[src/rtl/tiny8_ctrl_gen2_pkg.sv]
// Shared types for the tiny8 control unit: opcodes, ALU ops, fault codes
// and the packed datapath control word.
package tiny8_types;

    typedef enum logic [2:0] {
        op_ads = 3'd0,
        op_bpd = 3'd1,
        op_ldp = 3'd2,
        op_stp = 3'd3,
        op_hlt = 3'd4
    } tiny8_opcode;

    typedef enum logic [1:0] {
        alu_add = 2'd0,
        alu_sub = 2'd1,
        alu_mul = 2'd2,
        alu_dec = 2'd3
    } tiny8_aluop;

    typedef enum logic [1:0] {
        fault_none        = 2'd0,
        fault_mem_timeout = 2'd1,
        fault_illegal_op  = 2'd2
    } tiny8_fault_t;

    typedef struct packed {
        logic       load_pc;
        logic       load_acc;
        logic       load_rs;
        logic       load_rd;
        logic       load_ir;
        logic       load_mar;
        logic       load_mdr;
        logic       pcmux_sel;
        logic       regfilemux_sel;
        logic       alumux1_sel;
        logic       alumux2_sel;
        logic       mdrmux_sel;
        logic [1:0] marmux_sel;
        tiny8_aluop aluop;
        logic       mem_read;
        logic       mem_write;
    } tiny8_ctrl_t;

    localparam int WAIT_CNT_W = 8;

    function automatic tiny8_ctrl_t ctrl_default();
        tiny8_ctrl_t c;
        c       = '0;
        c.aluop = alu_add;
        return c;
    endfunction

endpackage

[src/rtl/tiny8_wait_timer.sv]
// Memory wait timer: counts stalled cycles in a wait state and flags the
// last cycle allowed before a timeout.
import tiny8_types::*;

module tiny8_wait_timer #(
    parameter int MAX_WAIT = 15
) (
    input  logic clk,
    input  logic rst_n,
    input  logic clr,
    input  logic en,
    output logic expired
);

    logic [WAIT_CNT_W-1:0] count;

    always_ff @(posedge clk or negedge rst_n) begin
        if (!rst_n) begin
            count <= '0;
        end else if (clr) begin
            count <= '0;
        end else if (en) begin
            count <= count + WAIT_CNT_W'(1);
        end
    end

    // high during the MAX_WAIT-th cycle of a wait; a response in that cycle still wins
    assign expired = (count == WAIT_CNT_W'(MAX_WAIT - 1));

endmodule

[src/rtl/tiny8_ctrl_gen2.sv]
// tiny8 multi-cycle control FSM with memory-timeout and illegal-opcode faults.
//   state   | meaning
//   IDLE    | waiting for run
//   FETCH1  | PC -> MAR, PC increment
//   FETCH2  | instruction read, waits on mem_resp
//   FETCH3  | MDR -> IR
//   DECODE  | opcode dispatch
//   ADS     | accumulate-multiply
//   BPD     | taken branch, decrement
//   LDP_1..3| load: address, read (waits), writeback
//   STP_1..3| store: address, data, write (waits)
//   HALT    | halted until a rising edge on run
//   FAULT   | sticky error, left only by reset
import tiny8_types::*;

module tiny8_ctrl_gen2 #(
    parameter int MAX_WAIT = 15,
    parameter int CNT_W    = 16
) (
    input  logic             clk,
    input  logic             rst_n,
    input  logic             run,
    input  tiny8_opcode      opcode,
    input  logic             branch_enable,
    input  logic             mem_resp,
    output logic             load_pc,
    output logic             load_acc,
    output logic             load_rs,
    output logic             load_rd,
    output logic             load_ir,
    output logic             load_mar,
    output logic             load_mdr,
    output logic             pcmux_sel,
    output logic             regfilemux_sel,
    output logic             alumux1_sel,
    output logic             alumux2_sel,
    output logic             mdrmux_sel,
    output logic [1:0]       marmux_sel,
    output tiny8_aluop       aluop,
    output logic             mem_read,
    output logic             mem_write,
    output logic             halted,
    output logic             fault,
    output tiny8_fault_t     fault_code,
    output logic [CNT_W-1:0] instr_count
);

    typedef enum logic [3:0] {
        IDLE, FETCH1, FETCH2, FETCH3, DECODE, ADS, BPD,
        LDP_1, LDP_2, LDP_3, STP_1, STP_2, STP_3, HALT, FAULT
    } state_t;

    state_t       state;
    state_t       state_nxt;
    state_t       done_state;
    tiny8_ctrl_t  ctrl;
    tiny8_fault_t fault_code_nxt;
    logic         run_q;
    logic         retire;
    logic         in_wait;
    logic         expired;

    assign in_wait    = (state == FETCH2) || (state == LDP_2) || (state == STP_3);
    assign done_state = run ? FETCH1 : IDLE;

    tiny8_wait_timer #(.MAX_WAIT(MAX_WAIT)) u_wait_timer (
        .clk     (clk),
        .rst_n   (rst_n),
        .clr     (!in_wait),
        .en      (in_wait && !mem_resp),
        .expired (expired)
    );

    function automatic tiny8_ctrl_t decode_ctrl(state_t s);
        tiny8_ctrl_t c;
        c = ctrl_default();
        case (s)
            FETCH1: begin c.marmux_sel = 2'd2; c.load_mar = 1'b1; c.load_pc = 1'b1; end
            FETCH2, LDP_2: begin c.mem_read = 1'b1; c.mdrmux_sel = 1'b1; c.load_mdr = 1'b1; end
            FETCH3: c.load_ir = 1'b1;
            ADS:    begin c.load_acc = 1'b1; c.aluop = alu_mul; c.alumux2_sel = 1'b1; end
            BPD:    begin c.load_pc = 1'b1; c.pcmux_sel = 1'b1; c.load_rs = 1'b1; c.aluop = alu_dec; end
            LDP_1, STP_1: c.load_mar = 1'b1;
            LDP_3: begin
                c.regfilemux_sel = 1'b1; c.load_rs = 1'b1; c.load_rd = 1'b1;
                c.alumux1_sel = 1'b1; c.aluop = alu_sub;
            end
            STP_2: begin c.load_mdr = 1'b1; c.load_rs = 1'b1; c.alumux1_sel = 1'b1; c.aluop = alu_sub; end
            STP_3: c.mem_write = 1'b1;
            default: ;
        endcase
        return c;
    endfunction

    always_comb begin
        state_nxt      = state;
        fault_code_nxt = fault_none;
        retire         = 1'b0;
        case (state)
            IDLE:   if (run) state_nxt = FETCH1;
            FETCH1: state_nxt = FETCH2;
            FETCH2: begin
                if (mem_resp) state_nxt = FETCH3;
                else if (expired) begin state_nxt = FAULT; fault_code_nxt = fault_mem_timeout; end
            end
            FETCH3: state_nxt = DECODE;
            DECODE: begin
                case (opcode)
                    op_ads: state_nxt = ADS;
                    op_bpd: begin
                        if (branch_enable) state_nxt = BPD;
                        else begin state_nxt = done_state; retire = 1'b1; end
                    end
                    op_ldp: state_nxt = LDP_1;
                    op_stp: state_nxt = STP_1;
                    op_hlt: begin state_nxt = HALT; retire = 1'b1; end
                    default: begin state_nxt = FAULT; fault_code_nxt = fault_illegal_op; end
                endcase
            end
            ADS, BPD, LDP_3: begin state_nxt = done_state; retire = 1'b1; end
            LDP_1: state_nxt = LDP_2;
            LDP_2: begin
                if (mem_resp) state_nxt = LDP_3;
                else if (expired) begin state_nxt = FAULT; fault_code_nxt = fault_mem_timeout; end
            end
            STP_1: state_nxt = STP_2;
            STP_2: state_nxt = STP_3;
            STP_3: begin
                if (mem_resp) begin state_nxt = done_state; retire = 1'b1; end
                else if (expired) begin state_nxt = FAULT; fault_code_nxt = fault_mem_timeout; end
            end
            HALT:   if (run && !run_q) state_nxt = FETCH1;
            FAULT:  state_nxt = FAULT;
            default: state_nxt = IDLE;
        endcase
    end

    // controls are registered from the next state so they stay aligned with state
    always_ff @(posedge clk or negedge rst_n) begin
        if (!rst_n) begin
            state       <= IDLE;
            ctrl        <= ctrl_default();
            run_q       <= 1'b0;
            halted      <= 1'b0;
            fault       <= 1'b0;
            fault_code  <= fault_none;
            instr_count <= '0;
        end else begin
            state  <= state_nxt;
            ctrl   <= decode_ctrl(state_nxt);
            run_q  <= run;
            halted <= (state_nxt == HALT);
            if (retire) instr_count <= instr_count + CNT_W'(1);
            if (state_nxt == FAULT && state != FAULT) begin
                fault      <= 1'b1;
                fault_code <= fault_code_nxt;
            end
        end
    end

    assign load_pc        = ctrl.load_pc;
    assign load_acc       = ctrl.load_acc;
    assign load_rs        = ctrl.load_rs;
    assign load_rd        = ctrl.load_rd;
    assign load_ir        = ctrl.load_ir;
    assign load_mar       = ctrl.load_mar;
    assign load_mdr       = ctrl.load_mdr;
    assign pcmux_sel      = ctrl.pcmux_sel;
    assign regfilemux_sel = ctrl.regfilemux_sel;
    assign alumux1_sel    = ctrl.alumux1_sel;
    assign alumux2_sel    = ctrl.alumux2_sel;
    assign mdrmux_sel     = ctrl.mdrmux_sel;
    assign marmux_sel     = ctrl.marmux_sel;
    assign aluop          = ctrl.aluop;
    assign mem_read       = ctrl.mem_read;
    assign mem_write      = ctrl.mem_write;

endmodule

[config.mk]
export PLATFORM = sky130hd
export DESIGN_NAME = tiny8_ctrl_gen2
export DESIGN_NICKNAME = d
export VERILOG_FILES = /design/src/rtl/tiny8_ctrl_gen2_pkg.sv /design/src/rtl/tiny8_wait_timer.sv /design/src/rtl/tiny8_ctrl_gen2.sv
export SDC_FILE = /design/constraint.sdc
export NUM_CORES = 1
export LEC_CHECK = 0
export ABC_AREA = 0
export CORE_MARGIN = 3
export CORE_UTILIZATION = 55
export DETAILED_ROUTE_END_ITERATION = 8
export GPL_TIMING_DRIVEN = 0
export PLACE_DENSITY = 0.82
export SLEW_MARGIN = 15
export SYNTH_ARGS = -nofsm -noshare
export SYNTH_HDL_FRONTEND = slang
export SYNTH_SLANG_ARGS = --single-unit
export TNS_END_PERCENT = 1
[constraint.sdc]
create_clock -name clk -period 4.3 [get_ports clk]
set_input_delay 0.86 -clock clk [delete_from_list [all_inputs] [get_ports clk]]
set_output_delay 0.86 -clock clk [all_outputs]
set_load 0.01 [all_outputs]
==> results of run 1 <==
## cell families (layout without fill, tap and decap cells)
logic type | count (synthesis) | in the layout
AOI/OAI and AO/OA | 33 | 33
buffers and inverters | 24 | 77
muxes | 3 | 3
and+or+nand+nor | 105 | 105
DFF | 47 | 47
adders and majority gates | 4 | 4
xor gates and xnor gates | 27 | 27
other | 1 | 1
## metal layers
metal | vias up | share of wire, % | global-route usage, %
li1 | 940 | - | -
met1 | 951 | 45 | 28.1
met2 | 58 | 49 | 34.8
met3 | 11 | 5.3 | 6.16
met4 | 0 | 1.5 | 6.24
met5 | - | 0 | 0
## registers in the layout, indices dropped and copies added (netlist names), 2 cells and up
signal / flops
state: 4
instr_count: 16
fault_code: 2
u_wait_timer.count: 8
aluop: 2
## report_power, final
| part | switching (uW) | total, uW | internal [uW] |
|---|---|---|---|
| registers | 68.5 | 603 | 535 |
| clock network | 135 | 249 | 114 |
| logic | 527 | 948 | 421 |
| total | 730 | 1800 | 1070 |
## synthesized netlist by cell type (3+ instances only)
master    instances
nand2b_1          5
nor3_2            4
nor3_1            7
buf_2             4
a21oi_1           9
nor2b_1           9
ha_1              3
buf_4             4
and3_1            6
dfrtp_1          47
xnor2_1           8
nor2_1           30
nand2_1          12
clkbuf_1          3
and2_1            3
inv_1            11
nand3_1          12
xor2_1           19
## worst max-delay path: stages
cell and delay, ns:
clkdlybuf4s50_1 0.44, clkbuf_1 0.26, maj3_1 0.41, a32oi_1 0.16
a2bb2oi_1 0.23, o211ai_1 0.22, nor4_4 0.32, mux2_2 0.37
## layout make-up
type | count | share of cell area, %
clock inverters | 1 | 0.162
flip-flops and latches | 47 | 38.0
well taps | 50 | 2.02
repair buffers | 45 | 14.7
clock buffers | 7 | 2.47
plain buffers | 13 | 2.47
multi-input cells | 173 | 38.8
inverters | 11 | 1.33
## metrics by stage
step	std cells	instance area, um^2	utilization (%)	hold slack [ns]
2_1_floorplan	244	2490	-	0.504
3_3_place_gp	338	3000	71.8	0.459
3_5_place_dp	339	3010	72.2	0.490
4_1_cts	347	3090	74.1	0.450
5_1_grt	347	3090	74.1	0.440
6_report	347	3090	74.1	0.449
## worst min-delay path by stage
stage	cells after the start	end	slack, ns
after CTS	1	instr_count[1]	0.45
after global placement	1	instr_count[15]	0.46
after detailed placement	1	instr_count[15]	0.49
final	1	run_q	0.45
after floorplan	1	instr_count[15]	0.50
after global routing	1	instr_count[1]	0.44
==> flow_metrics.tcl, run 1 <==
set metrics [dict create \
    ys_warn_count 0 \
    ys_ff_latch 47 \
    grt_pass1_vias 1900 \
    die_w_um 73.3 \
    status "complete, no violations" \
    firstDrtPassIters 4 \
    io_buffers 44 \
    ant_nets 0 \
    final_common_cell "dfrtp_1" \
    start_kind "input pin" \
    nNetsFinal 307 \
    hold_viol_final 0 \
    synth_cell_type_count 57 \
    syn-cell-area_um2 2490 \
    cts_buffer_depth 2 \
    post_cts_buffers 0 \
    ctsResizeCount 0 \
    final-seq-area_um2 1180 \
    vias 1960 \
    n_fill_cell 319 \
    core_um2 4170 \
    muxShareOfSynthArea_pct 1.30 \
    grt_max_degree 37 \
    n_antenna_cell 0 \
    cts-htree-levels 2 \
    clockRootBuffer "clkbuf_8" \
    die_height_um 73.3 \
    hpwlAfterDp_mm 3.90 \
    period_needed_ns 3.09 \
    grt_pass1_wl_mm 8.89 \
    reg2reg_to "fault_code[0]" \
    grt-ovfl-total 0 \
    rows 23 \
    yosys.area.top_type_share_pct 47.2 \
    synthTopCellsByArea "dfrtp_1 (47%), xor2_1 (6.7%), nor2_1 (4.5%)" \
    fin_crit_sh_pct 71.9 \
    layout-drive-gt1-share_pct 12.1 \
    ys.flop_type "dfrtp_1" \
    start_util_pct 59.8 \
    die-area_um2 5380 \
    hp-class "in2async" \
    setup_viol 0 \
    power_uw 1800 \
    drt_iter0_drc 209 \
    viasPerCell 5.65 \
    final_cell_mix "dfrtp_1 (47), clkdlybuf4s50_1 (43), nor2_1 (30), xor2_1 (19)" \
    reg2regPathDepth 9 \
    async_flop_share_pct 100 \
    grt_setup_unrepaired "no" \
    maxCapViolCount 0 \
    slew_viol_final 0 \
    power.leakage_uw 0.00137 \
    crit_path_end "fault_code[0]" \
    hold_buffers 0 \
    areaGrowthSynthToFinish_pct 24.0 \
    critPathRequiredTime_ns 4.48 \
    r2r-start "u_wait_timer.count[0]" \
    path_class "in2reg" \
    synthAdderAreaFrac_pct 1.91 \
    tightest_slew_ns 0.526 \
    cts_tree "built" \
    synth_edf_count 0 \
    place_congestion 0.937 \
    synth_top_family_by_area "simple AND/OR/NAND/NOR gates" \
    skew_ns 0.00564 \
    cts_buffers 5 \
    routedWlPerCell_um 15.2 \
    arrival_ns 3.27 \
    drt_wl_total_mm 5.27 \
    crit_path_end_kind "register" \
    clkSinkCount 47 \
    synth-xor-area-share_pct 9.48 \
    antenna_found_initial 0 \
    crit_fanout 10 \
    multiInputGateArea_um2 1200 \
    fmax_ghz 0.323 \
    avgSynthCellArea_um2 10.2 \
    dp_slack_ns 0.895 \
    drc 0 \
    max-slew-margin-rel_pct 64.9 \
    ys_seq_area_share_pct 47.2 \
    powerDensity_nw_per_um2 582 \
    r2r_slack_ns 1.75 \
    setup_tns_ns 0 \
    setup_ws_ns 1.21 \
    ir_drop_mv 0.368 \
    synth_cells 244 \
    syn_nets 255 \
    startpoint "mem_resp" \
    yosysTopAreaCell "dfrtp_1" \
    io_pins 46 \
    yosys.area_share.simple_pct 24.1 \
    track_usage_pct 21.4 \
    synth_compound_area_share_pct 11.2 \
    clk_latency_ns 0.29 \
    clk_pin_slew_ns 0.08 \
]
No activity file was read; power rests on OpenSTA's default activity.
==> run 2: changes to the inputs <==
--- a/config.mk
+++ b/config.mk
@@ -7,10 +7,10 @@
 export LEC_CHECK = 0
 export ABC_AREA = 0
 export CORE_MARGIN = 3
-export CORE_UTILIZATION = 55
+export CORE_UTILIZATION = 47
 export DETAILED_ROUTE_END_ITERATION = 8
 export GPL_TIMING_DRIVEN = 0
-export PLACE_DENSITY = 0.82
+export PLACE_DENSITY = 0.75
 export SLEW_MARGIN = 15
 export SYNTH_ARGS = -nofsm -noshare
 export SYNTH_HDL_FRONTEND = slang
==> constraint.sdc (replaced) <==
create_clock -name clk -period 2.6 [get_ports clk]
set_input_delay 0.52 -clock clk [delete_from_list [all_inputs] [get_ports clk]]
set_output_delay 0.52 -clock clk [all_outputs]
set_load 0.01 [all_outputs]
==> run 2 against run 1 <==
  * Combinational power is 67% higher
  * Largest power group unchanged
  * Highest routed layer unchanged
  * Core utilization is 9.7 points lower
  * Worst hold slack worse by 0.33 ns
  * Clock skew is 0.0018 ns higher
  * Sequential share of layout area is 0.86 points lower
  * Worst setup slack worse by 1.0 ns
  * Critical endpoint is now load_pc
==> flow_metrics.tcl, run 2 (synthesized netlist as in run 1, its figures left out) <==
set metrics [dict create \
    core_um2 4910 \
    period_needed_ns 2.43 \
    clkSinkCount 47 \
    worstPathCellList "clkdlybuf4s50_1 -> or2_2 -> a21oi_1 -> o22a_1 -> o21a_1 -> buf_2 -> inv_1 -> or3_1 -> a21oi_1" \
    cts_tree "built" \
    n_antenna_cell 0 \
    crit_fanout 7 \
    path_class "in2reg" \
    multiInputGateArea_um2 1210 \
    die-area_um2 6220 \
    arrival_ns 2.65 \
    skew_ns 0.00743 \
    start_kind "input pin" \
    drt_wl_total_mm 5.07 \
    die_height_um 78.8 \
    top_register "instr_count" \
    n_fill_cell 428 \
    grt-ovfl-total 0 \
    power_uw 3050 \
    internal_power_uw 1820 \
    path_delay_family "buffers and inverters" \
    drt_iter0_drc 121 \
    setup_ws_ns 0.169 \
    io_buffers 44 \
    tightest_slew_ns 0.514 \
    firstDrtPassIters 4 \
    status "complete, no violations" \
    clock_power_share_pct 15.6 \
    setup_viol 0 \
    combPwrFrac_pct 51.9 \
    critPathSlowestCell "clkdlybuf4s50_1" \
    hold_buffers 0 \
    slew_viol_final 0 \
    drc 0 \
    start_util_pct 50.8 \
    grt_pass1_vias 1965 \
    largest_reg_flops 16 \
    reg2regPathDepth 8 \
    ir_drop_mv 0.635 \
    cts_buffers 5 \
    fmax_ghz 0.411 \
    hold_viol_final 0 \
    final-seq-area_um2 1180 \
    crit_path_end_kind "register" \
    path_buf_inv 3 \
    nNetsFinal 310 \
    hp-class "in2async" \
    areaGrowthSynthToFinish_pct 26.9 \
    layout-drive-gt1-share_pct 14.7 \
    reg.largest.list "instr_count (16), u_wait_timer.count (8), state (4)" \
    final_common_cell "dfrtp_1" \
    cts_buffer_depth 2 \
    grt_max_degree 35 \
    path_depth 9 \
    hpwlAfterDp_mm 3.74 \
    seqPwrFrac_pct 32.6 \
    reg2reg_to "fault" \
    critPathRequiredTime_ns 2.82 \
    maxCapViolCount 0 \
    fin_crit_sh_pct 93.5 \
    dp_slack_ns -0.518 \
    powerDensity_nw_per_um2 963 \
    swShare_pct 40.3 \
    ant_nets 0 \
    antenna_found_initial 0 \
    track_usage_pct 18.5 \
    grt_pass1_wl_mm 9.20 \
    crit_path_end "load_pc" \
    routedWlPerCell_um 13.8 \
    cts-htree-levels 2 \
    clk_pin_slew_ns 0.09 \
    r2r-start "state[2]" \
    max-slew-margin-rel_pct 65.7 \
    clk_latency_ns 0.30 \
    setup_tns_ns 0 \
    clockRootBuffer "clkbuf_8" \
    grt_setup_unrepaired "no" \
    slowest_delay_ns 0.49 \
    viasPerCell 5.37 \
    worst_path_most_repeated_cell "a21oi_1" \
    startpoint "opcode[2]" \
    die_w_um 78.8 \
    final_cell_mix "dfrtp_1 (47), clkdlybuf4s50_1 (42), nor2_1 (30), xor2_1 (19)" \
    r2r_slack_ns 0.21 \
    p_sw_uw 1230 \
    vias 1970 \
    io_pins 46 \
    place_congestion 0.898 \
    rows 25 \
    power.leakage_uw 0.00141 \
]
-- run 2: cell types whose count changed in the layout (fill, tap and decap cells not counted), sizes merged --
cell	delta
buf	+3
clkbuf	-1
clkdlybuf4s50	-1
dlygate4sd2	+1
inv	+1
-- run 2: how the worst min path moves through the flow --
| stage | from | to | slack, ns |
|---|---|---|---|
| 2_1_floorplan | rst_n | alumux1_sel | 0.22 |
| 3_3_place_gp | instr_count[15] | instr_count[15] | 0.46 |
| 3_5_place_dp | rst_n | regfilemux_sel | 0.45 |
| 4_1_cts | rst_n | instr_count[1] | 0.12 |
| 5_1_grt | rst_n | instr_count[1] | 0.13 |
| 6_report | rst_n | instr_count[1] | 0.12 |
-- run 2: power by group through the flow --
stage	logic, uW	clock network (uW)	registers, uW
global route	1750	517	1020
floorplan	1020	0	1040
global placement	1540	0	1010
detailed placement	1560	0	1010
CTS	1590	484	993
finish	1580	474	993
-- run 2: what timing repair did --
item                       4_1_cts  5_1_grt
resized for setup                4        1
setup endpoints to repair        1        2
pin swaps                        2        0
setup buffers                    3        0
-- run 2: per-layer routing --
metal / vias up / routed length [um] / GRT usage, %
li1: 952 / - / -
met5: - / 0 / 0
met1: 965 / 2300 / 24.8
met3: 7 / 227 / 3.85
met2: 46 / 2460 / 30.3
met4: 0 / 84 / 5.50
-- run 2: per-stage QoR --
stage	hold WS [ns]	instance area, um^2	cells	utilization, %
finish	0.117	3160	367	64.4
global route	0.130	3160	367	64.4
CTS	0.117	3160	367	64.3
detailed placement	0.451	3030	356	61.8
global placement	0.458	3020	355	61.5
floorplan	0.224	2490	244	-
-- run 2: area by class of cell --
| class | instances | share of cell area [%] |
|---|---|---|
| clock buffer | 6 | 2.61 |
| clock inverter | 2 | 0.435 |
| buffer | 13 | 2.45 |
| tap | 67 | 2.65 |
| sequential | 47 | 37.2 |
| inverter | 11 | 1.30 |
| multi-input combinational | 173 | 38.3 |
| timing repair buffer | 48 | 15.1 |
==> run 3: changes to the inputs <==
--- a/config.mk
+++ b/config.mk
@@ -8,6 +8,7 @@
 export ABC_AREA = 0
 export CORE_MARGIN = 3
 export CORE_UTILIZATION = 47
+export CTS_BUF_LIST = sky130_fd_sc_hd__clkbuf_16
 export DETAILED_ROUTE_END_ITERATION = 8
 export GPL_TIMING_DRIVEN = 0
 export PLACE_DENSITY = 0.75
==> run 3 against run 2 <==
  * Core utilization increased by 0.94 points
  * Clock skew fell by 0.0032 ns
  * Flip-flop and latch count unchanged
  * Worst setup slack got worse by 0.031 ns
  * Sequential power barely moved
  * First-iteration DRC count rose by 31%
  * Cell count unchanged
  * Critical endpoint unchanged
  * Highest routed layer unchanged
==> flow_metrics.tcl, run 3 (synthesized netlist as in run 1, its figures left out) <==
set metrics [dict create \
    grt_max_degree 35 \
    multiInputGateArea_um2 1210 \
    final_cell_mix "dfrtp_1 (47), clkdlybuf4s50_1 (42), nor2_1 (30), xor2_1 (19)" \
    core_um2 4910 \
    n_antenna_cell 0 \
    viasPerCell 5.39 \
    dp_slack_ns -0.518 \
    start_util_pct 50.8 \
    fmax_ghz 0.406 \
    setup_tns_ns 0 \
    fin_crit_sh_pct 94.7 \
    critPathSlowestCell "clkdlybuf4s50_1" \
    path_delay_family "buffers and inverters" \
    grt-ovfl-total 0 \
    hpwlAfterDp_mm 3.74 \
    arrival_ns 2.67 \
    ant_nets 0 \
    nNetsFinal 310 \
    hold_viol_final 0 \
    period_needed_ns 2.46 \
    slowest_delay_ns 0.49 \
    worst_path_most_repeated_cell "a21oi_1" \
    grt_pass1_wl_mm 9.16 \
    antenna_found_initial 0 \
    maxCapViolCount 0 \
    place_congestion 0.898 \
    tightest_slew_ns 0.523 \
    clk_pin_slew_ns 0.06 \
    cts_tree "built" \
    cts_buffer_depth 2 \
    worst_hold_slack_ns 0.141 \
    final-seq-area_um2 1180 \
    instances_no_fill 367 \
    hp-class "in2async" \
    largest_reg_flops 16 \
    io_buffers 44 \
    worstPathCellList "clkdlybuf4s50_1 -> or2_2 -> a21oi_1 -> o22a_1 -> o21a_1 -> buf_2 -> inv_1 -> or3_1 -> a21oi_1" \
    die-area_um2 6220 \
    path_buf_inv 3 \
    powerDensity_nw_per_um2 1000 \
    track_usage_pct 18.5 \
    critPathRequiredTime_ns 2.81 \
    power.leakage_uw 0.00143 \
    max-slew-margin-rel_pct 65.1 \
    skew_ns 0.00426 \
    clockRootBuffer "clkbuf_16" \
    cts_buffers 5 \
    grt_pass1_vias 1935 \
    path_class "in2reg" \
    n_fill_cell 414 \
    reg.largest.list "instr_count (16), u_wait_timer.count (8), state (4)" \
    die_height_um 78.8 \
    slew_viol_final 0 \
    cts-htree-levels 2 \
    firstDrtPassIters 4 \
    hold_buffers 0 \
    crit_path_end_kind "register" \
    post-route-util_pct 65.4 \
    final_common_cell "dfrtp_1" \
    setup_viol 0 \
    die_w_um 78.8 \
    grt_setup_unrepaired "no" \
    drt_wl_total_mm 5.12 \
    rows 25 \
    io_pins 46 \
    ir_drop_mv 0.600 \
    drt_iter0_drc 159 \
    post-place-cells 356 \
    vias 1979 \
    start_kind "input pin" \
    r2r_slack_ns 0.20 \
    top_register "instr_count" \
    status "complete, no violations" \
    routedWlPerCell_um 14.0 \
    layout-drive-gt1-share_pct 14.3 \
    clk_latency_ns 0.28 \
    clkSinkCount 47 \
    areaGrowthSynthToFinish_pct 28.8 \
    drc 0 \
    crit_fanout 7 \
    setup_ws_ns 0.137 \
]
==> run 3: cell types whose count changed in the layout (fill, tap and decap cells not counted), sizes merged <==
cell / delta
clkbuf: -1
clkinv: +1
==> run 3: per-stage QoR <==
step / power, uW / cell area [um^2]
5_1_grt: 3440 / 3210
6_report: 3210 / 3210
2_1_floorplan: 2060 / 2490
3_3_place_gp: 2540 / 3020
3_5_place_dp: 2560 / 3030
4_1_cts: 3230 / 3210
==> run 3: power breakdown <==
part	internal [uW]	leakage, uW	switching (uW)
Combinational	716	0.000736	870
Sequential	885	0.000622	111
Clock	355	0.0000716	274
==> run 3: area by class of cell <==
| class | instances | share of cell area (%) |
|---|---|---|
| Multi-Input combinational cell | 173 | 37.8 |
| Sequential cell | 47 | 36.6 |
| Timing Repair Buffer | 48 | 14.8 |
| Clock buffer | 5 | 3.90 |
| Tap cell | 67 | 2.61 |
| Buffer | 13 | 2.42 |
| Inverter | 11 | 1.29 |
| Clock inverter | 3 | 0.546 |
==> run 3: metal layers <==
| layer | global-route usage [%] | share of wire, % | vias up |
|---|---|---|---|
| li1 | - | - | 951 |
| met1 | 24.9 | 45 | 966 |
| met2 | 30.1 | 49 | 55 |
| met3 | 3.85 | 4.5 | 7 |
| met4 | 6.01 | 1.6 | 0 |
| met5 | 0 | 0 | - |
==> run 3: timing repair <==
| action | CTS | global route |
|---|---|---|
| endpoints found under the hold margin | 0 | 0 |
| pin swaps | 2 | 0 |
| gates cloned | 0 | 0 |
| resized for setup | 4 | 1 |
| buffers inserted | 3 | 0 |
| endpoints found under the setup margin | 4 | 2 |
==> run 3: worst paths after layout <==
path,startpoint,end,depth (start not counted)
worst max-delay path,opcode[2],load_pc,9
max in group asynchronous,rst_n,u_wait_timer.count[7],2
worst min register to register,instr_count[15],instr_count[15],1
worst min-delay path,rst_n,regfilemux_sel,1
worst max register to register,state[0],fault,8
min in group clk,instr_count[15],instr_count[15],1
